===== src/rtl/decimal_entry_accumulator_pkg.sv =====
// rtl/decimal_entry_accumulator_pkg.sv - shared constants and FSM encoding for decimal entry
// Purpose: sizes of the digit buffer and binary result, legal digit limit, FSM states.
package decimal_entry_accumulator_pkg;

  localparam int MAX_DIGITS = 6;
  localparam int DIGIT_W    = 4;
  localparam int VALUE_W    = 40;
  localparam int BUF_W      = MAX_DIGITS * DIGIT_W;
  localparam int CNT_W      = 3;

  localparam logic [DIGIT_W-1:0] DIGIT_MAX = 4'd9;

  typedef enum logic [1:0] {
    ST_IDLE = 2'd0,
    ST_CONV = 2'd1,
    ST_DONE = 2'd2
  } state_e;

endpackage


===== src/rtl/decimal_entry_accumulator_bcd_to_bin_serial.sv =====
// rtl/decimal_entry_accumulator_bcd_to_bin_serial.sv - serial BCD to binary converter
// Purpose: one decimal digit per clock, most significant first, acc = acc*10 + digit.
// Ports:
//   clk_i, rst_ni  clock, asynchronous active-low reset
//   start_i        load bcd_i into the shift copy and zero the accumulator
//   clear_i        abort a running conversion
//   bcd_i          BCD buffer, [3:0] = units
//   done_o         high during the cycle whose edge performs the final step
//   acc_o          accumulator value produced by the current step
module bcd_to_bin_serial
  import decimal_entry_accumulator_pkg::*;
(
  input  logic               clk_i,
  input  logic               rst_ni,
  input  logic               start_i,
  input  logic               clear_i,
  input  logic [BUF_W-1:0]   bcd_i,
  output logic               done_o,
  output logic [VALUE_W-1:0] acc_o
);

  logic [BUF_W-1:0]   shift_q;
  logic [VALUE_W-1:0] acc_q;
  logic [VALUE_W-1:0] acc_d;
  logic [CNT_W-1:0]   iter_q;
  logic               run_q;
  logic [DIGIT_W-1:0] nibble;

  assign nibble = shift_q[BUF_W-1 -: DIGIT_W];

  // x10 as x8 + x2; a fixed MAX_DIGITS iterations absorbs the leading zeros.
  assign acc_d  = (acc_q << 3) + (acc_q << 1) + {{(VALUE_W-DIGIT_W){1'b0}}, nibble};
  assign acc_o  = acc_d;
  assign done_o = run_q && (iter_q == CNT_W'(MAX_DIGITS - 1));

  always_ff @(posedge clk_i or negedge rst_ni) begin
    if (!rst_ni) begin
      shift_q <= '0;
      acc_q   <= '0;
      iter_q  <= '0;
      run_q   <= 1'b0;
    end else if (clear_i) begin
      run_q <= 1'b0;
    end else if (start_i) begin
      shift_q <= bcd_i;
      acc_q   <= '0;
      iter_q  <= '0;
      run_q   <= 1'b1;
    end else if (run_q) begin
      acc_q   <= acc_d;
      shift_q <= shift_q << DIGIT_W;
      iter_q  <= iter_q + 1'b1;
      if (done_o) begin
        run_q <= 1'b0;
      end
    end
  end

endmodule


===== src/rtl/decimal_entry_accumulator.sv =====
// rtl/decimal_entry_accumulator.sv - keyed decimal entry buffer with serial binary conversion
// Purpose: collect keyed digits into a live BCD buffer and convert it to a signed binary
//   operand on commit.
// Ports:
//   i_clk, i_rst_n   clock, asynchronous active-low reset
//   i_digit_valid    strobe, i_digit is a keyed digit (0..9 legal)
//   i_backspace      strobe, drop last digit
//   i_clear          strobe, clear entry and abort conversion
//   i_sign_toggle    strobe, flip entry sign
//   i_commit         strobe, convert buffer to binary
//   o_digits/o_count/o_entry_sign  live entry state
//   o_value/o_sign/o_valid         converted result and its update pulse
//   o_busy           conversion running
//   o_err            sticky illegal-digit / buffer-full flag
module decimal_entry_accumulator
  import decimal_entry_accumulator_pkg::*;
(
  input  logic               i_clk,
  input  logic               i_rst_n,
  input  logic               i_digit_valid,
  input  logic [3:0]         i_digit,
  input  logic               i_backspace,
  input  logic               i_clear,
  input  logic               i_sign_toggle,
  input  logic               i_commit,
  output logic [BUF_W-1:0]   o_digits,
  output logic [2:0]         o_count,
  output logic               o_entry_sign,
  output logic [VALUE_W-1:0] o_value,
  output logic               o_sign,
  output logic               o_valid,
  output logic               o_busy,
  output logic               o_err
);

  state_e             state_q;
  logic [BUF_W-1:0]   digits_q;
  logic [2:0]         count_q;
  logic               entry_sign_q;
  logic [VALUE_W-1:0] value_q;
  logic               sign_q;
  logic               valid_q;
  logic               busy_q;
  logic               err_q;

  logic               conv_start_d;
  logic               conv_done_d;
  logic [VALUE_W-1:0] conv_acc_d;

  // Clear outranks commit, so a simultaneous pair never starts a conversion.
  assign conv_start_d = (state_q == ST_IDLE) && i_commit && !i_clear;

  bcd_to_bin_serial u_conv (
    .clk_i   (i_clk),
    .rst_ni  (i_rst_n),
    .start_i (conv_start_d),
    .clear_i (i_clear),
    .bcd_i   (digits_q),
    .done_o  (conv_done_d),
    .acc_o   (conv_acc_d)
  );

  always_ff @(posedge i_clk or negedge i_rst_n) begin
    if (!i_rst_n) begin
      state_q      <= ST_IDLE;
      digits_q     <= '0;
      count_q      <= '0;
      entry_sign_q <= 1'b0;
      value_q      <= '0;
      sign_q       <= 1'b0;
      valid_q      <= 1'b0;
      busy_q       <= 1'b0;
      err_q        <= 1'b0;
    end else begin
      valid_q <= 1'b0;
      case (state_q)
        ST_IDLE: begin
          if (i_clear) begin
            digits_q     <= '0;
            count_q      <= '0;
            entry_sign_q <= 1'b0;
            err_q        <= 1'b0;
          end else if (i_commit) begin
            state_q <= ST_CONV;
            busy_q  <= 1'b1;
          end else if (i_backspace) begin
            if (count_q != 3'd0) begin
              digits_q <= {{DIGIT_W{1'b0}}, digits_q[BUF_W-1:DIGIT_W]};
              count_q  <= count_q - 3'd1;
            end
          end else if (i_digit_valid) begin
            if (i_digit > DIGIT_MAX || count_q == 3'(MAX_DIGITS)) begin
              err_q <= 1'b1;
            end else if (!(i_digit == 4'd0 && count_q == 3'd0)) begin
              digits_q <= {digits_q[BUF_W-DIGIT_W-1:0], i_digit};
              count_q  <= count_q + 3'd1;
            end
          end else if (i_sign_toggle) begin
            entry_sign_q <= ~entry_sign_q;
          end
        end
        ST_CONV: begin
          if (i_clear) begin
            state_q      <= ST_IDLE;
            busy_q       <= 1'b0;
            digits_q     <= '0;
            count_q      <= '0;
            entry_sign_q <= 1'b0;
            err_q        <= 1'b0;
          end else if (conv_done_d) begin
            state_q      <= ST_DONE;
            busy_q       <= 1'b0;
            valid_q      <= 1'b1;
            value_q      <= conv_acc_d;
            sign_q       <= entry_sign_q && (conv_acc_d != '0);
            digits_q     <= '0;
            count_q      <= '0;
            entry_sign_q <= 1'b0;
          end
        end
        ST_DONE: begin
          state_q <= ST_IDLE;
          if (i_clear) begin
            err_q <= 1'b0;
          end
        end
        default: state_q <= ST_IDLE;
      endcase
    end
  end

  assign o_digits     = digits_q;
  assign o_count      = count_q;
  assign o_entry_sign = entry_sign_q;
  assign o_value      = value_q;
  assign o_sign       = sign_q;
  assign o_valid      = valid_q;
  assign o_busy       = busy_q;
  assign o_err        = err_q;

endmodule

===== config.mk =====
export PLATFORM = sky130hd
export DESIGN_NAME = decimal_entry_accumulator
export DESIGN_NICKNAME = d
export VERILOG_FILES = /design/src/rtl/decimal_entry_accumulator_pkg.sv /design/src/rtl/decimal_entry_accumulator_bcd_to_bin_serial.sv /design/src/rtl/decimal_entry_accumulator.sv
export SDC_FILE = /design/constraint.sdc
export NUM_CORES = 1
export LEC_CHECK = 0
export BUFFER_PORTS_ARGS = -buffer_cell sky130_fd_sc_hd__buf_2
export CAP_MARGIN = 40
export CORE_ASPECT_RATIO = 1.75
export CORE_MARGIN = 1.5
export CORE_UTILIZATION = 59
export CTS_BUF_LIST = sky130_fd_sc_hd__clkbuf_4 sky130_fd_sc_hd__clkbuf_8
export DETAILED_ROUTE_END_ITERATION = 7
export PLACE_DENSITY = 0.88
export SYNTH_ARGS = -nofsm -noshare
export SYNTH_HDL_FRONTEND = slang
export SYNTH_SLANG_ARGS = --single-unit

===== constraint.sdc =====
create_clock -name i_clk -period 4 [get_ports i_clk]
set_input_delay 1.2 -clock i_clk [delete_from_list [all_inputs] [get_ports i_clk]]
set_output_delay 1.2 -clock i_clk [all_outputs]
set_load 0.02 [all_outputs]

==> impl_metrics.json, run 1 <==
{
  "status": "complete, no violations",
  "firstDrtPassIters": 5,
  "r2r_cells": 14,
  "synthMostInstantiatedCell": "nand2_1",
  "p_int_mw": 3.00,
  "hold_start": "o_value[5]",
  "synth_top_area_share": 0.391,
  "setup_ws_ns": 0.170,
  "place_congestion": 0.991,
  "fin_nets": 1162,
  "cts.sinks": 141,
  "fin_tns_setup_ns": 0,
  "cts_root_buffer": "clkbuf_8",
  "holdPathStages": 2,
  "grt_overflow": 0,
  "clkPwrFrac": 0.210,
  "cts-hold-fix-buffers": 0,
  "p_seq_frac": 0.338,
  "ys_types": 70,
  "routedWlPerCell_um": 18.7,
  "worstPathMaxFanout": 5,
  "final_util": 0.677,
  "pre_cts_ws_ns": -0.0166,
  "hold_class": "flip-flop to flip-flop",
  "yosys_warnings": 0,
  "synth-seq-cells": 141,
  "p_sw_frac": 0.450,
  "die-area_um2": 16100,
  "final_area_um2": 10100,
  "power_density_nw_per_um2": 540,
  "via_per_inst": 6.32,
  "dp_hpwl_um": 17500,
  "holdPathEnd": "o_value[5]",
  "insertion_delay_ns": 0.46,
  "fin_crit_sh": 0.957,
  "rrSetupSlack_ns": 0.17,
  "io_pins": 83,
  "drt-initial-drc-count": 568,
  "end_kind": "flip-flop",
  "fin_skew_ns": 0.0187,
  "worst_ep_required_time_ns": 4.34,
  "num_rows": 59,
  "grt_first_pass_wirelength_um": 39300,
  "p_comb_frac": 0.452,
  "ys.flop_type": "dfrtp_1",
  "criticalPathCategory": "flip-flop to flip-flop",
  "numCtsBuffers": 17,
  "critPathLaunchType": "flip-flop",
  "antenna_found_initial": 0,
  "critPathLaunch": "u_conv.acc_q[0]",
  "whs_ns": 0.482,
  "slew_headroom": 0.452,
  "syn_area_per_cell_um2": 9.02,
  "rsz0062_at_grt": "no",
  "seq_area_frac_synth": 0.391,
  "hold_violations": 0,
  "die_h_um": 167,
  "grt_max_degree": 78,
  "peakVddDrop_uv": 514,
  "max_cap_violations": 0,
  "n_antenna_cell": 0,
  "reg2reg_from": "u_conv.acc_q[0]",
  "synthTopCellsByCount": "nand2_1, dfrtp_1, ha_1, a21oi_1, o21ai_0",
  "cp.arrival_ns": 4.17,
  "cts_tree": "yes",
  "floorplan.die.width_um": 96.5,
  "synth_largest_area_cell": "dfrtp_1",
  "placed_cell_area_um2": 9660,
  "syn_nets": 1092,
  "drive_gt1_frac": 0.163,
  "synth_edf_count": 0,
  "clk_pin_slew_ns": 0.09,
  "post_cts_buffers": 0,
  "synthArstFlopShare": 1.00,
  "p_leak_nw": 5.04,
  "start_util": 0.605,
  "netlist_top_cells_area": "dfrtp_1, ha_1, nand2_1, mux2i_1, a21oi_1",
  "portBuffers": 82,
  "timing.fmax_mhz": 261,
  "instances_no_fill": 1266,
  "grt_pass1_vias": 8081,
  "htreeDepth": 4,
  "clock_path_buffers": 2,
  "core_area_um2": 14900,
  "syn_to_final_growth_pct": 11.8,
  "seq_area_um2": 3530,
  "power.switching_mw": 2.45,
  "netlist_instances": 1000,
  "grtUsageTotal": 0.317,
  "place_inst": 1234,
  "maxSlewViolCount": 0,
  "reg2reg_to": "o_sign",
  "dr_total_vias": 7998,
  "tightest_slew_ns": 0.820,
  "routed_wl_um": 23700,
  "synth_area_um2": 9020,
  "drc": 0,
  "fin_crit_ns": 3.83,
  "total_power_mw": 5.45,
  "setup_viol_count_final": 0,
  "multi_input_area_um2": 5270,
  "ant_nets": 0,
  "fillers": 1219
}
## power groups by stage
stage	registers (mW)	logic (mW)	clock network, mW
2_1_floorplan	1.86	1.66	0
3_3_place_gp	1.85	2.31	0
3_5_place_dp	1.86	2.37	0
4_1_cts	1.84	2.40	1.15
5_1_grt	1.87	2.71	1.21
6_report	1.84	2.46	1.15
## worst max path at each step
stage          slack (ns)  cells after the start     end
6_report             0.17                     14  o_sign
5_1_grt              0.01                     14  o_sign
4_1_cts              0.06                     14  o_sign
3_5_place_dp        -0.02                     14  o_sign
3_3_place_gp         0.12                     14  o_sign
2_1_floorplan        0.58                     14  o_sign
## flip-flops by register name, summed over array words and instances (netlist names)
signal and count:
o_value 40, u_conv.acc_q 39, o_digits 24, u_conv.shift_q 24, o_count 3, u_conv.iter_q 3, state_q 2, o_busy 1
o_entry_sign 1, o_err 1, o_sign 1, o_valid 1, u_conv.run_q 1
## placed cells by master, fill, tap and decap left out, types with 27 or more instances in the layout
master	instances
ha_1	78
mux2i_1	43
o21ai_0	70
dfrtp_1	141
buf_2	81
nand2_1	193
nor2_1	42
a21oi_1	72
o31ai_1	33
inv_1	27
## worst max-delay path, cell delays in order, from the launching register on
cell and delay, ns:
dfrtp_1 0.39, inv_1 0.07, fa_1 0.59, inv_1 0.06, ha_1 0.32, a211oi_2 0.26, o21ai_2 0.14, and2_1 0.19
or3_1 0.37, a2111oi_4 0.36, o2111ai_1 0.17, nor4_2 0.29, nand4_1 0.20, nor4_2 0.24, nor2_1 0.07
## area by class of cell
type | count | area share
clock buffer | 18 | 0.0239
tap | 183 | 0.0227
inverter | 28 | 0.0104
timing repair buffer | 100 | 0.0572
multi-input combinational | 782 | 0.522
sequential | 141 | 0.350
clock inverter | 14 | 0.0140
## repair_timing
action,CTS,global route
pin swaps,0,4
resized for setup,1,6
gates cloned,0,0
setup endpoints to repair,1,1
## cell families (layout without fill, tap and decap cells)
| logic type | Yosys count | after routing | synth area share |
|---|---|---|---|
| flip-flops | 141 | 141 | 0.391 |
| buffers and inverters | 77 | 160 | 0.0330 |
| adder cells (fa/ha/maj) | 81 | 81 | 0.115 |
| AND/OR/NAND/NOR | 330 | 330 | 0.163 |
| XOR/XNOR | 30 | 30 | 0.0291 |
| AO/OA/AOI/OAI | 280 | 280 | 0.199 |
| multiplexers | 61 | 61 | 0.0702 |
## routing by layer
layer,share of wire,global-route usage
met5,0,0
met3,0.054,0.0653
met4,0.074,0.210
met1,0.35,0.338
met2,0.52,0.543
No activity file was read; power rests on OpenSTA's default activity.
==> run 2: changes to the inputs <==
- CORE_MARGIN: 1.5 -> 10
- CORE_UTILIZATION: 59 -> 62
- PLACE_DENSITY: 0.88 -> 0.92
==> run 2 against run 1 <==
The flow now finishes with violations (DRC). Highest routed layer unchanged. Sequential share of layout area fell by 0.24 points. Fmax is 2.4% higher. Largest power group unchanged. Sequential power hardly changed. Non-clock buffer count rose by 6. Flip-flop and latch count is the same.
==> impl_metrics.json, run 2 (synthesis gave the netlist of run 1 again) <==
{
  "floorplan.die.width_um": 111,
  "cts-hold-fix-buffers": 0,
  "drive_gt1_frac": 0.173,
  "placed_cell_area_um2": 9690,
  "slew_headroom": 0.513,
  "tightest_slew_ns": 0.730,
  "n_antenna_cell": 0,
  "core_area_um2": 14300,
  "fin_nets": 1168,
  "clk_pin_slew_ns": 0.10,
  "io_pins": 83,
  "hold_start": "o_value[19]",
  "peakVddDrop_uv": 553,
  "syn_to_final_growth_pct": 12.6,
  "drc": 13,
  "layout_common_cells": "nand2_1, dfrtp_1, buf_2, ha_1, a21oi_1",
  "grt_overflow": 0,
  "drt-initial-drc-count": 413,
  "grt_max_degree": 68,
  "p_leak_nw": 5.07,
  "dp_hpwl_um": 18600,
  "fin_crit_sh": 0.935,
  "numCtsBuffers": 17,
  "ant_nets": 0,
  "hold_class": "flip-flop to flip-flop",
  "portBuffers": 82,
  "pre_cts_ws_ns": 0.165,
  "final_util": 0.711,
  "clock_path_buffers": 2,
  "largest_reg_flops": 40,
  "cp.arrival_ns": 4.09,
  "antenna_found_initial": 0,
  "firstDrtPassIters": 8,
  "num_rows": 58,
  "fillers": 1059,
  "start_util": 0.631,
  "cts.sinks": 141,
  "setup_ws_ns": 0.260,
  "place_inst": 1235,
  "die_h_um": 180,
  "power_density_nw_per_um2": 535,
  "hold_violations": 0,
  "total_power_mw": 5.44,
  "final_area_um2": 10200,
  "insertion_delay_ns": 0.46,
  "final_common_cell": "nand2_1",
  "fin_skew_ns": 0.0172,
  "routedWlPerCell_um": 19.4,
  "rrSetupSlack_ns": 0.26,
  "holdPathStages": 2,
  "setup_viol_count_final": 0,
  "max_cap_violations": 0,
  "maxSlewViolCount": 0,
  "rsz0062_at_grt": "no",
  "r2r_cells": 15,
  "critPathLaunchType": "flip-flop",
  "fin_crit_ns": 3.74,
  "reg2reg_to": "o_sign",
  "status": "complete, but fails checks",
  "die-area_um2": 20000,
  "fin_tns_setup_ns": 0,
  "end_kind": "flip-flop",
  "instances_no_fill": 1269,
  "worstPathMaxFanout": 5,
  "reg2reg_from": "u_conv.acc_q[0]",
  "worst_ep_required_time_ns": 4.35,
  "place_congestion": 0.978,
  "grt_first_pass_wirelength_um": 41500,
  "via_per_inst": 6.33,
  "holdPathEnd": "o_value[19]",
  "violations": "DRC",
  "routed_wl_um": 24700,
  "htreeDepth": 4,
  "cts_root_buffer": "clkbuf_8",
  "dr_total_vias": 8031,
  "criticalPathCategory": "flip-flop to flip-flop",
  "cts_tree": "yes",
  "grtUsageTotal": 0.248,
  "timing.fmax_mhz": 267,
  "whs_ns": 0.479,
  "grt_pass1_vias": 8528
}
-- run 2: cell types whose count changed in the layout (fill, tap and decap cells not counted), moves of 2 or more --
| cell | before | now |
|---|---|---|
| buf_4 | 16 | 22 |
| inv_8 | 5 | 3 |
| a211oi_2 | 2 | 4 |
| o2111ai_1 | 4 | 2 |
| o2111ai_2 | 1 | 3 |
| a211oi_1 | 12 | 10 |
| clkinv_4 | 1 | 3 |
-- run 2: timing repair --
action / CTS / global route
gates resized for setup: 0 / 13
endpoints found under the setup margin: 0 / 1
hold endpoints to repair: 0 / 0
buffers inserted: 0 / 2
-- run 2: how the worst max path moves through the flow --
stage | start | endpoint | slack [ns] | depth (start not counted)
2_1_floorplan | u_conv.acc_q[0] | o_sign | 0.58 | 14
3_3_place_gp | u_conv.acc_q[0] | o_sign | 0.23 | 15
3_5_place_dp | u_conv.acc_q[0] | o_sign | 0.17 | 15
4_1_cts | u_conv.acc_q[0] | o_sign | 0.06 | 15
5_1_grt | u_conv.acc_q[0] | o_sign | 0.03 | 15
6_report | u_conv.acc_q[0] | o_sign | 0.26 | 15
-- run 2: area by class of cell --
class,instances,area (µm²),area share
inverter,28,105,0.0103
multi-input combinational,782,5300,0.521
timing repair buffer,106,622,0.0612
clock buffer,17,234,0.0230
sequential,141,3530,0.347
clock inverter,15,149,0.0147
tap,180,225,0.0222
-- run 2: worst max-delay path: stages (launching register included) --
cell	delay, ns
dfrtp_1	0.38
inv_1	0.07
fa_1	0.59
inv_1	0.06
ha_1	0.32
a211oi_2	0.24
o21ai_2	0.12
and2_1	0.18
or3_1	0.36
a2111oi_4	0.36
o2111ai_2	0.18
nor4_2	0.17
buf_4	0.16
nand4_1	0.12
nor4_2	0.24
nor2_1	0.07
-- run 2: layer usage --
metal	global-route usage	wire length, µm
met3	0.0470	1150
met4	0.173	1720
met1	0.243	8700
met5	0	0
met2	0.452	13100
-- run 2: report_power, final --
part           switching (mW)  internal, mW  leakage [nW]
Clock                   0.657         0.462         0.193
Combinational            1.59         0.894          2.94
Sequential              0.209          1.63          1.94
Total                    2.45          2.99          5.07
